### src/rtl/wb_arbiter2.sv
// Two-master Wishbone B4 classic arbiter: round-robin grant held for a whole cyc,
// with an unacknowledged-stb watchdog that aborts the transfer and pulses err.
module wb_arbiter2 #(
    parameter int AW      = 32,
    parameter int DW      = 32,
    parameter int TIMEOUT = 255
) (
    input  logic            clk,
    input  logic            reset,
    input  logic            m0_cyc,
    input  logic            m0_stb,
    input  logic            m0_we,
    input  logic [AW-1:0]   m0_adr,
    input  logic [DW-1:0]   m0_dat_w,
    input  logic [DW/8-1:0] m0_sel,
    output logic [DW-1:0]   m0_dat_r,
    output logic            m0_ack,
    output logic            m0_err,
    input  logic            m1_cyc,
    input  logic            m1_stb,
    input  logic            m1_we,
    input  logic [AW-1:0]   m1_adr,
    input  logic [DW-1:0]   m1_dat_w,
    input  logic [DW/8-1:0] m1_sel,
    output logic [DW-1:0]   m1_dat_r,
    output logic            m1_ack,
    output logic            m1_err,
    output logic            s_cyc,
    output logic            s_stb,
    output logic            s_we,
    output logic [AW-1:0]   s_adr,
    output logic [DW-1:0]   s_dat_w,
    output logic [DW/8-1:0] s_sel,
    input  logic [DW-1:0]   s_dat_r,
    input  logic            s_ack,
    output logic [1:0]      gnt
);

    typedef enum logic [1:0] {IDLE, G0, G1, ABORT} state_t;

    localparam logic [15:0] CNT_LAST = 16'(TIMEOUT - 1);

    state_t      state_reg;
    logic        last_reg;
    logic [15:0] cnt_reg;
    logic        granted;
    logic        timeout;

    assign gnt     = {state_reg == G1, state_reg == G0};
    assign granted = gnt[0] | gnt[1];

    // Fires on the counter value alone so a master dropping cyc that same cycle still gets aborted.
    assign timeout = granted && (cnt_reg == CNT_LAST) && !s_ack;

    always_ff @(posedge clk or posedge reset) begin
        if (reset) begin
            state_reg <= IDLE;
            last_reg  <= 1'b1;
            cnt_reg   <= '0;
        end else begin
            case (state_reg)
                IDLE: begin
                    cnt_reg <= '0;
                    if (m0_cyc && (!m1_cyc || last_reg)) begin
                        state_reg <= G0;
                        last_reg  <= 1'b0;
                    end else if (m1_cyc) begin
                        state_reg <= G1;
                        last_reg  <= 1'b1;
                    end
                end
                G0, G1: begin
                    if (timeout) begin
                        state_reg <= ABORT;
                        cnt_reg   <= '0;
                    end else if (!s_cyc) begin
                        state_reg <= IDLE;
                        cnt_reg   <= '0;
                    end else if (s_stb && !s_ack) begin
                        cnt_reg <= cnt_reg + 16'd1;
                    end else begin
                        cnt_reg <= '0;
                    end
                end
                default: begin
                    // last_reg already names the aborted master, so the next tie goes to the other one.
                    state_reg <= IDLE;
                    cnt_reg   <= '0;
                end
            endcase
        end
    end

    assign s_cyc   = (gnt[0] & m0_cyc) | (gnt[1] & m1_cyc);
    assign s_stb   = (gnt[0] & m0_stb) | (gnt[1] & m1_stb);
    assign s_we    = gnt[1] ? m1_we    : m0_we;
    assign s_adr   = gnt[1] ? m1_adr   : m0_adr;
    assign s_dat_w = gnt[1] ? m1_dat_w : m0_dat_w;
    assign s_sel   = gnt[1] ? m1_sel   : m0_sel;

    assign m0_dat_r = s_dat_r;
    assign m1_dat_r = s_dat_r;
    assign m0_ack   = s_ack & gnt[0];
    assign m1_ack   = s_ack & gnt[1];
    assign m0_err   = (state_reg == ABORT) & ~last_reg;
    assign m1_err   = (state_reg == ABORT) &  last_reg;

endmodule
### config.mk
export PLATFORM = sky130hd
export DESIGN_NAME = wb_arbiter2
export DESIGN_NICKNAME = d
export VERILOG_FILES = /design/src/rtl/wb_arbiter2.sv
export SDC_FILE = /design/constraint.sdc
export NUM_CORES = 1
export LEC_CHECK = 0
export ABC_AREA = 0
export CORE_AREA = 2 2 124 126
export DETAILED_ROUTE_END_ITERATION = 10
export DIE_AREA = 0 0 126 128
export PLACE_DENSITY = 0.56
export SLEW_MARGIN = 0
export SYNTH_ARGS = -nofsm -noshare
export SYNTH_HDL_FRONTEND = slang
export SYNTH_SLANG_ARGS = --single-unit
### constraint.sdc
create_clock -name clk -period 4.8 [get_ports clk]
set_clock_uncertainty 0.1 [all_clocks]
set_input_delay 0.96 -clock clk [delete_from_list [all_inputs] [get_ports clk]]
set_output_delay 0.96 -clock clk [all_outputs]
set_load 0.02 [all_outputs]
==> key figures, run 1 <==
Clocking
  – Post-CTS setup buffer count: 0
  – Root Driver: clkbuf_16
  – Num CTS Buffers: 3
  – Clock Sinks: 19
  – CTS clk-pin slew, worst paths: 0.06 ns
  – CTS H-tree lvls: 1
  – CTS tree: yes
  – Clk buf depth: 2
  – Post_cts resized: 0
  – Cts hold-fix bufs: 0
  – Clk_lat worst skew: 0.25 ns

Setup path
  – Crit path capture type: output port
  – CP Cell Sequence: inv_1 -> ha_4 -> mux2_2 -> clkdlybuf4s50_1
  – Worst-path cell with the longest stage delay: ha_4
  – Delay of the slowest critical-path stage: 0.74 ns
  – CP Launch Type: register
  – CP max FO: 73
  – Critical path arrival: 2.62 ns
  – Setup Crit Path Kind: register to output port
  – WP data required: 3.74 ns

STA
  – Final Max Tran Viols: 0
  – Final setup TNS: 0 ns
  – Final worst path period share: 0.767
  – Slew HR: 0.361
  – Final hold violation count: 0
  – Worst hold slack: 0.452 ns
  – Min Tclk post-route: 3.68 ns
  – RSZ-0062 raised after global routing: no
  – Slew @ Worst Pin: 0.958 ns
  – Setup violators final: 0
  – Max Fclk: 271 MHz

Logic synthesis
  – Sequential area share after synthesis: 0.200
  – Yosys warnings: 0
  – Syn_nets: 441
  – Mapped Cells: 257
  – Post-synth cell types: 33
  – Post-synthesis register bit count: 19
  – Syn Area/Cell: 9.28 µm²
  – Synth Cell Area: 0.00239 mm²

GRT
  – Met1 Usage GRT: 0.131
  – Gr ovfl total: 0
  – Initial antenna violation count: 1
  – Vias in the first global route: 2552
  – First-pass GRT wire length: 14400 µm
  – GR peak layer: met2
  – Gr usage total: 0.117
  – GR Util met2: 0.207
  – Met3 GRT Util: 0.0451
  – Largest net degree at the start of global routing: 74

Power
  – Worst VDD drop: 0.184 mV
  – Power per cell area: 345 mW/mm²
  – Combinational power share: 0.758
  – Clock Power Share: 0.116
  – Switching Share: 0.397
  – Flop pwr share: 0.126
  – P_sw: 605 µW
  – Leak: 0.00160 µW
  – Total Power: 1520 µW
  – Int Pwr: 918 µW

Drt
  – Vias per Instance: 4.01
  – Drt drc: 0
  – DR pass1 iterations: 4
  – DR vias: 2389
  – Post-Route WL: 9720 µm
  – Remaining antenna violation count: 0
  – Initial DRC Count: 54
  – Drt wl/cell: 16.3 µm

Floorplanning
  – Initial Util: 0.161
  – CORE AREA: 0.0149 mm²
  – Chip Height: 128 µm
  – # IOs: 318
  – Die X: 126 µm
  – DIE AREA: 0.0161 mm²
  – FP Rows: 45

Place
  – Cells after DPL: 592
  – IO Port Bufs: 221
  – Routability Congestion: 0.878
  – Post-DP HPWL: 8270 µm

Cells and area
  – Most frequent cells in the layout: clkdlybuf4s50_1 (221), mux2_2 (69), nor2_1 (19)
  – Synth-to-layout area growth: 84.8%
  – N_diodes: 0
  – Final nets: 593
  – Layout cell share with drive strength beyond 1: 0.194
  – Most common cell after layout, fill and taps aside: clkdlybuf4s50_1
  – Fillers: 1583
  – Final cell count without fillers: 596
  – Number of flip-flops in the largest register: 16

Run status
  – Run status: completed

Run
  – Max-cap violations: 0

Worst hold path
  – Worst hold path class: register to register
## per-stage QoR
stage | utilization | setup slack (ns) | instance area [µm²]
floorplan | - | 1.93 | 2390
global placement | 0.291 | 1.40 | 4330
detailed placement | 0.291 | 1.37 | 4330
CTS | 0.297 | 1.10 | 4410
global route | 0.297 | 0.962 | 4410
finish | 0.297 | 1.12 | 4410
## cell usage after synthesis, drive strengths merged
| master | count | share of area |
|---|---|---|
| a21o | 1 | 0.0031 |
| a21oi | 2 | 0.0042 |
| a22o | 2 | 0.0073 |
| and2 | 4 | 0.010 |
| and4 | 1 | 0.0037 |
| buf | 67 | 0.21 |
| clkbuf | 7 | 0.011 |
| dfrtp | 18 | 0.19 |
| dfstp | 1 | 0.011 |
| ha | 7 | 0.037 |
| inv | 7 | 0.011 |
| mux2 | 69 | 0.33 |
| nand2 | 6 | 0.0094 |
| nand3 | 6 | 0.013 |
| nand3b | 1 | 0.0031 |
| nand4 | 5 | 0.013 |
| nand4b | 1 | 0.0037 |
| nor2 | 19 | 0.030 |
| nor2b | 1 | 0.0026 |
| nor3 | 4 | 0.0084 |
| nor3b | 1 | 0.0031 |
| nor4 | 3 | 0.0079 |
| o2111ai | 1 | 0.0037 |
| o211ai | 2 | 0.0063 |
| o21ai | 1 | 0.0021 |
| o21bai | 1 | 0.0047 |
| or2 | 1 | 0.0026 |
| or4 | 4 | 0.016 |
| xnor2 | 10 | 0.037 |
| xor2 | 4 | 0.015 |
## power groups by stage
stage	clock network (µW)	registers (µW)	logic (µW)
3_3_place_gp	0	194	1160
5_1_grt	189	194	1220
2_1_floorplan	0	189	705
4_1_cts	183	191	1170
3_5_place_dp	0	194	1160
6_report	177	192	1150
## path summary, 6_finish.rpt
check                                         start                        to  slack (ns)  cells after the start
max                        state_reg[0]$_DFFE_PP0P_                 s_adr[29]        1.12                      4
min                           cnt_reg[15]$_DFF_PP0_     cnt_reg[15]$_DFF_PP0_        0.45                      2
max reg2reg                state_reg[0]$_DFFE_PP0P_     cnt_reg[14]$_DFF_PP0_        2.30                      6
min reg2reg                   cnt_reg[15]$_DFF_PP0_     cnt_reg[15]$_DFF_PP0_        0.45                      2
max in group asynchronous                     reset  state_reg[0]$_DFFE_PP0P_        3.09                      2
min in group asynchronous                     reset  state_reg[1]$_DFFE_PP0P_        1.04                      2
## cells by family (layout without fill, tap and decap cells)
logic type | after synthesis | after routing | synth area share
mux | 69 | 69 | 0.326
xor+xnor | 14 | 14 | 0.0514
compound gates | 10 | 10 | 0.0315
buf+inv | 81 | 232 | 0.229
flops | 19 | 19 | 0.200
fa+ha+maj | 7 | 7 | 0.0367
simple gates | 57 | 57 | 0.126
## routing by layer
layer  part of all wire  up-vias  wire length, µm
met5                  0        -                0
met4              0.022        0              210
met3              0.094       31              914
met2               0.49      137             4750
met1               0.40     1100             3840
li1                   -     1121                -
## cell type report
type / count / area (µm²) / share of cell area
inverter: 7 / 26.3 / 0.00596
multi-input combinational: 157 / 1380 / 0.312
clock buffer: 3 / 75.1 / 0.0170
tap: 188 / 235 / 0.0533
sequential: 19 / 477 / 0.108
timing repair buffer: 221 / 2210 / 0.502
clock inverter: 1 / 7.51 / 0.00170
## worst max-delay path: cells and delay by family (launching register included)
family | cells | cell delay [ns]
flops | 1 | 0.42
fa+ha+maj | 1 | 0.74
buf+inv | 2 | 0.71
mux | 1 | 0.41
(Power assumes the default switching activity.)
==> run 2: changes to the inputs <==
- CORE_AREA: 2 2 124 126 -> 2 2 125 127
- DIE_AREA: 0 0 126 128 -> 0 0 127 129
- PLACE_DENSITY: 0.56 -> 0.58
- clock period: 4.8 -> 3.1 ns (I/O delays scaled with it)
==> run 2 against run 1 <==
Effect of this change:
- power is 64% higher
- critical endpoint is now s_dat_w[13]
- largest power group unchanged
- cell count is 1.5% higher
- final area up 2.6%
- sequential share of layout area down 0.28 points
- worst setup slack worse by 0.95 ns
- wire length is 4.6% higher
==> key figures, run 2 (synthesized netlist as in run 1, its figures left out) <==
Run status
  – Run status: completed (unchanged)

Power
  – Power per cell area: 551 mW/mm² (was 345 mW/mm²)
  – P_sw: 966 µW (was 605 µW)
  – Combinational power share: 0.775 (was 0.758)
  – Switching Share: 0.388 (was 0.397)
  – Clock Power Share: 0.106 (was 0.116)
  – Worst VDD drop: 0.255 mV (was 0.184 mV)
  – Flop pwr share: 0.119 (was 0.126)
  – Int Pwr: 1530 µW (was 918 µW)
  – Leak: 0.00166 µW (was 0.00160 µW)

Drt
  – Drt drc: 0 (unchanged)
  – Post-Route WL: 10200 µm (was 9720 µm)
  – DR pass1 iterations: 4 (unchanged)
  – Drt wl/cell: 16.8 µm (was 16.3 µm)
  – Remaining antenna violation count: 0 (unchanged)
  – Initial DRC Count: 41 (was 54)
  – Vias per Instance: 3.96 (was 4.01)
  – DR vias: 2397 (was 2389)

Clocking
  – Cts hold-fix bufs: 0 (unchanged)
  – Clk buf depth: 2 (unchanged)
  – CTS tree: yes (unchanged)
  – Clock Sinks: 19 (unchanged)
  – Num CTS Buffers: 3 (unchanged)
  – Root Driver: clkbuf_16 (unchanged)
  – CTS clk-pin slew, worst paths: 0.05 ns (was 0.06 ns)
  – Clk_lat worst skew: 0.25 ns (about the same)
  – CTS H-tree lvls: 1 (unchanged)
  – Post-CTS setup buffer count: 0 (unchanged)

Setup path
  – Flop2flop setup slack: 0.79 ns (was 2.30 ns)
  – Critical path arrival: 2.21 ns (was 2.62 ns)
  – WP data required: 2.38 ns (was 3.74 ns)
  – Setup Crit Path Kind: register to output port (unchanged)
  – CP max FO: 16 (was 73)
  – Crit path capture type: output port (unchanged)
  – CP Launch Type: register (unchanged)

Cells and area
  – Multi-input gate area: 0.00138 mm² (unchanged)
  – Final cell count without fillers: 605 (was 596)
  – Most common cell after layout, fill and taps aside: clkdlybuf4s50_1 (unchanged)
  – Number of flip-flops in the largest register: 16 (unchanged)
  – Reg area: 477 µm² (unchanged)
  – Synth-to-layout area growth: 89.6% (was 84.8%)
  – Most frequent cells in the layout: clkdlybuf4s50_1 (221), mux2_2 (69), nor2_1 (19) (unchanged)
  – Layout cell share with drive strength beyond 1: 0.211 (was 0.194)
  – N_diodes: 0 (unchanged)
  – Final nets: 602 (was 593)
  – Fillers: 1588 (was 1583)

STA
  – Final worst path period share: 0.947
  – Final hold violation count: 0 (unchanged)
  – Min Tclk post-route: 2.93 ns
  – Slew @ Worst Pin: 0.775 ns (was 0.958 ns)
  – RSZ-0062 raised after global routing: no (unchanged)
  – Max Fclk: 341 MHz
  – Setup violators final: 0 (unchanged)
  – Fin worst setup slack: 0.166 ns (was 1.12 ns)
  – Slew HR: 0.483 (was 0.361)
  – Final setup TNS: 0 ns (unchanged)
  – Final Max Tran Viols: 0 (unchanged)

Floorplanning
  – FP Rows: 45 (unchanged)
  – CORE AREA: 0.0150 mm² (was 0.0149 mm²)
  – DIE AREA: 0.0164 mm² (was 0.0161 mm²)
  – Initial Util: 0.159 (was 0.161)
  – Chip Height: 129 µm (was 128 µm)
  – # IOs: 318 (unchanged)
  – Die X: 127 µm (was 126 µm)

Worst hold path
  – Worst hold path class: register to register (unchanged)

GRT
  – Vias in the first global route: 2584 (was 2552)
  – First-pass GRT wire length: 14500 µm (was 14400 µm)
  – Initial antenna violation count: 0 (was 1)
  – Gr ovfl total: 0 (unchanged)
  – Gr usage total: 0.118 (was 0.117)
  – Largest net degree at the start of global routing: 21 (was 74)

Place
  – Cells after DPL: 601 (was 592)
  – Pre-CTS WS: 0.318 ns (was 1.37 ns)
  – Post-DP HPWL: 8920 µm (was 8270 µm)
  – IO Port Bufs: 221 (unchanged)
  – Routability Congestion: 0.802 (was 0.878)

Run
  – Max-cap violations: 0 (unchanged)
run 2: cell types whose count changed in the layout (fill, tap and decap cells not counted):
cell and change:
clkinvlp_4 -1, clkinv_2 +1, buf_12 +4, buf_4 +5
run 2: power groups by stage:
stage | clock [µW] | combinational [µW] | sequential, µW
after CTS | 271 | 1940 | 295
after global routing | 282 | 2040 | 302
after detailed placement | 0 | 1930 | 299
after floorplan | 0 | 1090 | 293
after global placement | 0 | 1930 | 298
final | 264 | 1930 | 297
run 2: per-layer routing:
layer	global-route usage	share of wire	vias up
met1	0.117	0.35	1107
met4	0.0291	0.014	0
met2	0.216	0.51	127
met5	0	0	-
li1	-	-	1144
met3	0.0653	0.13	19
run 2: worst max-delay path: stages, from the launching register on:
cell             delay [ns]
dfrtp_1                0.42
inv_1                  0.14
ha_4                   0.29
buf_12                 0.19
mux2_2                 0.35
clkdlybuf4s50_1        0.57
run 2: metrics by stage:
step,hold slack (ns),power (µW),area [µm²],util
3_5_place_dp,0.427,2220,4430,0.296
5_1_grt,0.458,2620,4520,0.302
6_report,0.434,2490,4520,0.302
4_1_cts,0.434,2510,4510,0.301
2_1_floorplan,0.385,1380,2390,-
3_3_place_gp,0.416,2220,4430,0.296
run 2: layout make-up:
| type | count | share of cell area |
|---|---|---|
| well taps | 188 | 0.0520 |
| clock buffers | 3 | 0.0166 |
| multi-input cells | 157 | 0.304 |
| inverters | 7 | 0.00581 |
| flip-flops and latches | 19 | 0.105 |
| clock inverters | 1 | 0.00111 |
| repair buffers | 230 | 0.515 |
run 2: path summary, 6_finish.rpt:
path	from	end	cells past startpoint
worst max-delay path	state_reg[0]$_DFFE_PP0P_	s_dat_w[13]	5
worst min-delay path	cnt_reg[0]$_DFF_PP0_	cnt_reg[0]$_DFF_PP0_	1
worst max register to register	state_reg[1]$_DFFE_PP0P_	state_reg[1]$_DFFE_PP0P_	6
worst min register to register	cnt_reg[0]$_DFF_PP0_	cnt_reg[0]$_DFF_PP0_	1
max in group asynchronous	reset	state_reg[1]$_DFFE_PP0P_	2
min in group asynchronous	reset	cnt_reg[9]$_DFF_PP0_	2
run 2: timing repair:
item | in CTS | in global routing
gates resized for setup | 0 | 1
hold endpoints to repair | 0 | 0
endpoints found under the setup margin | 0 | 57
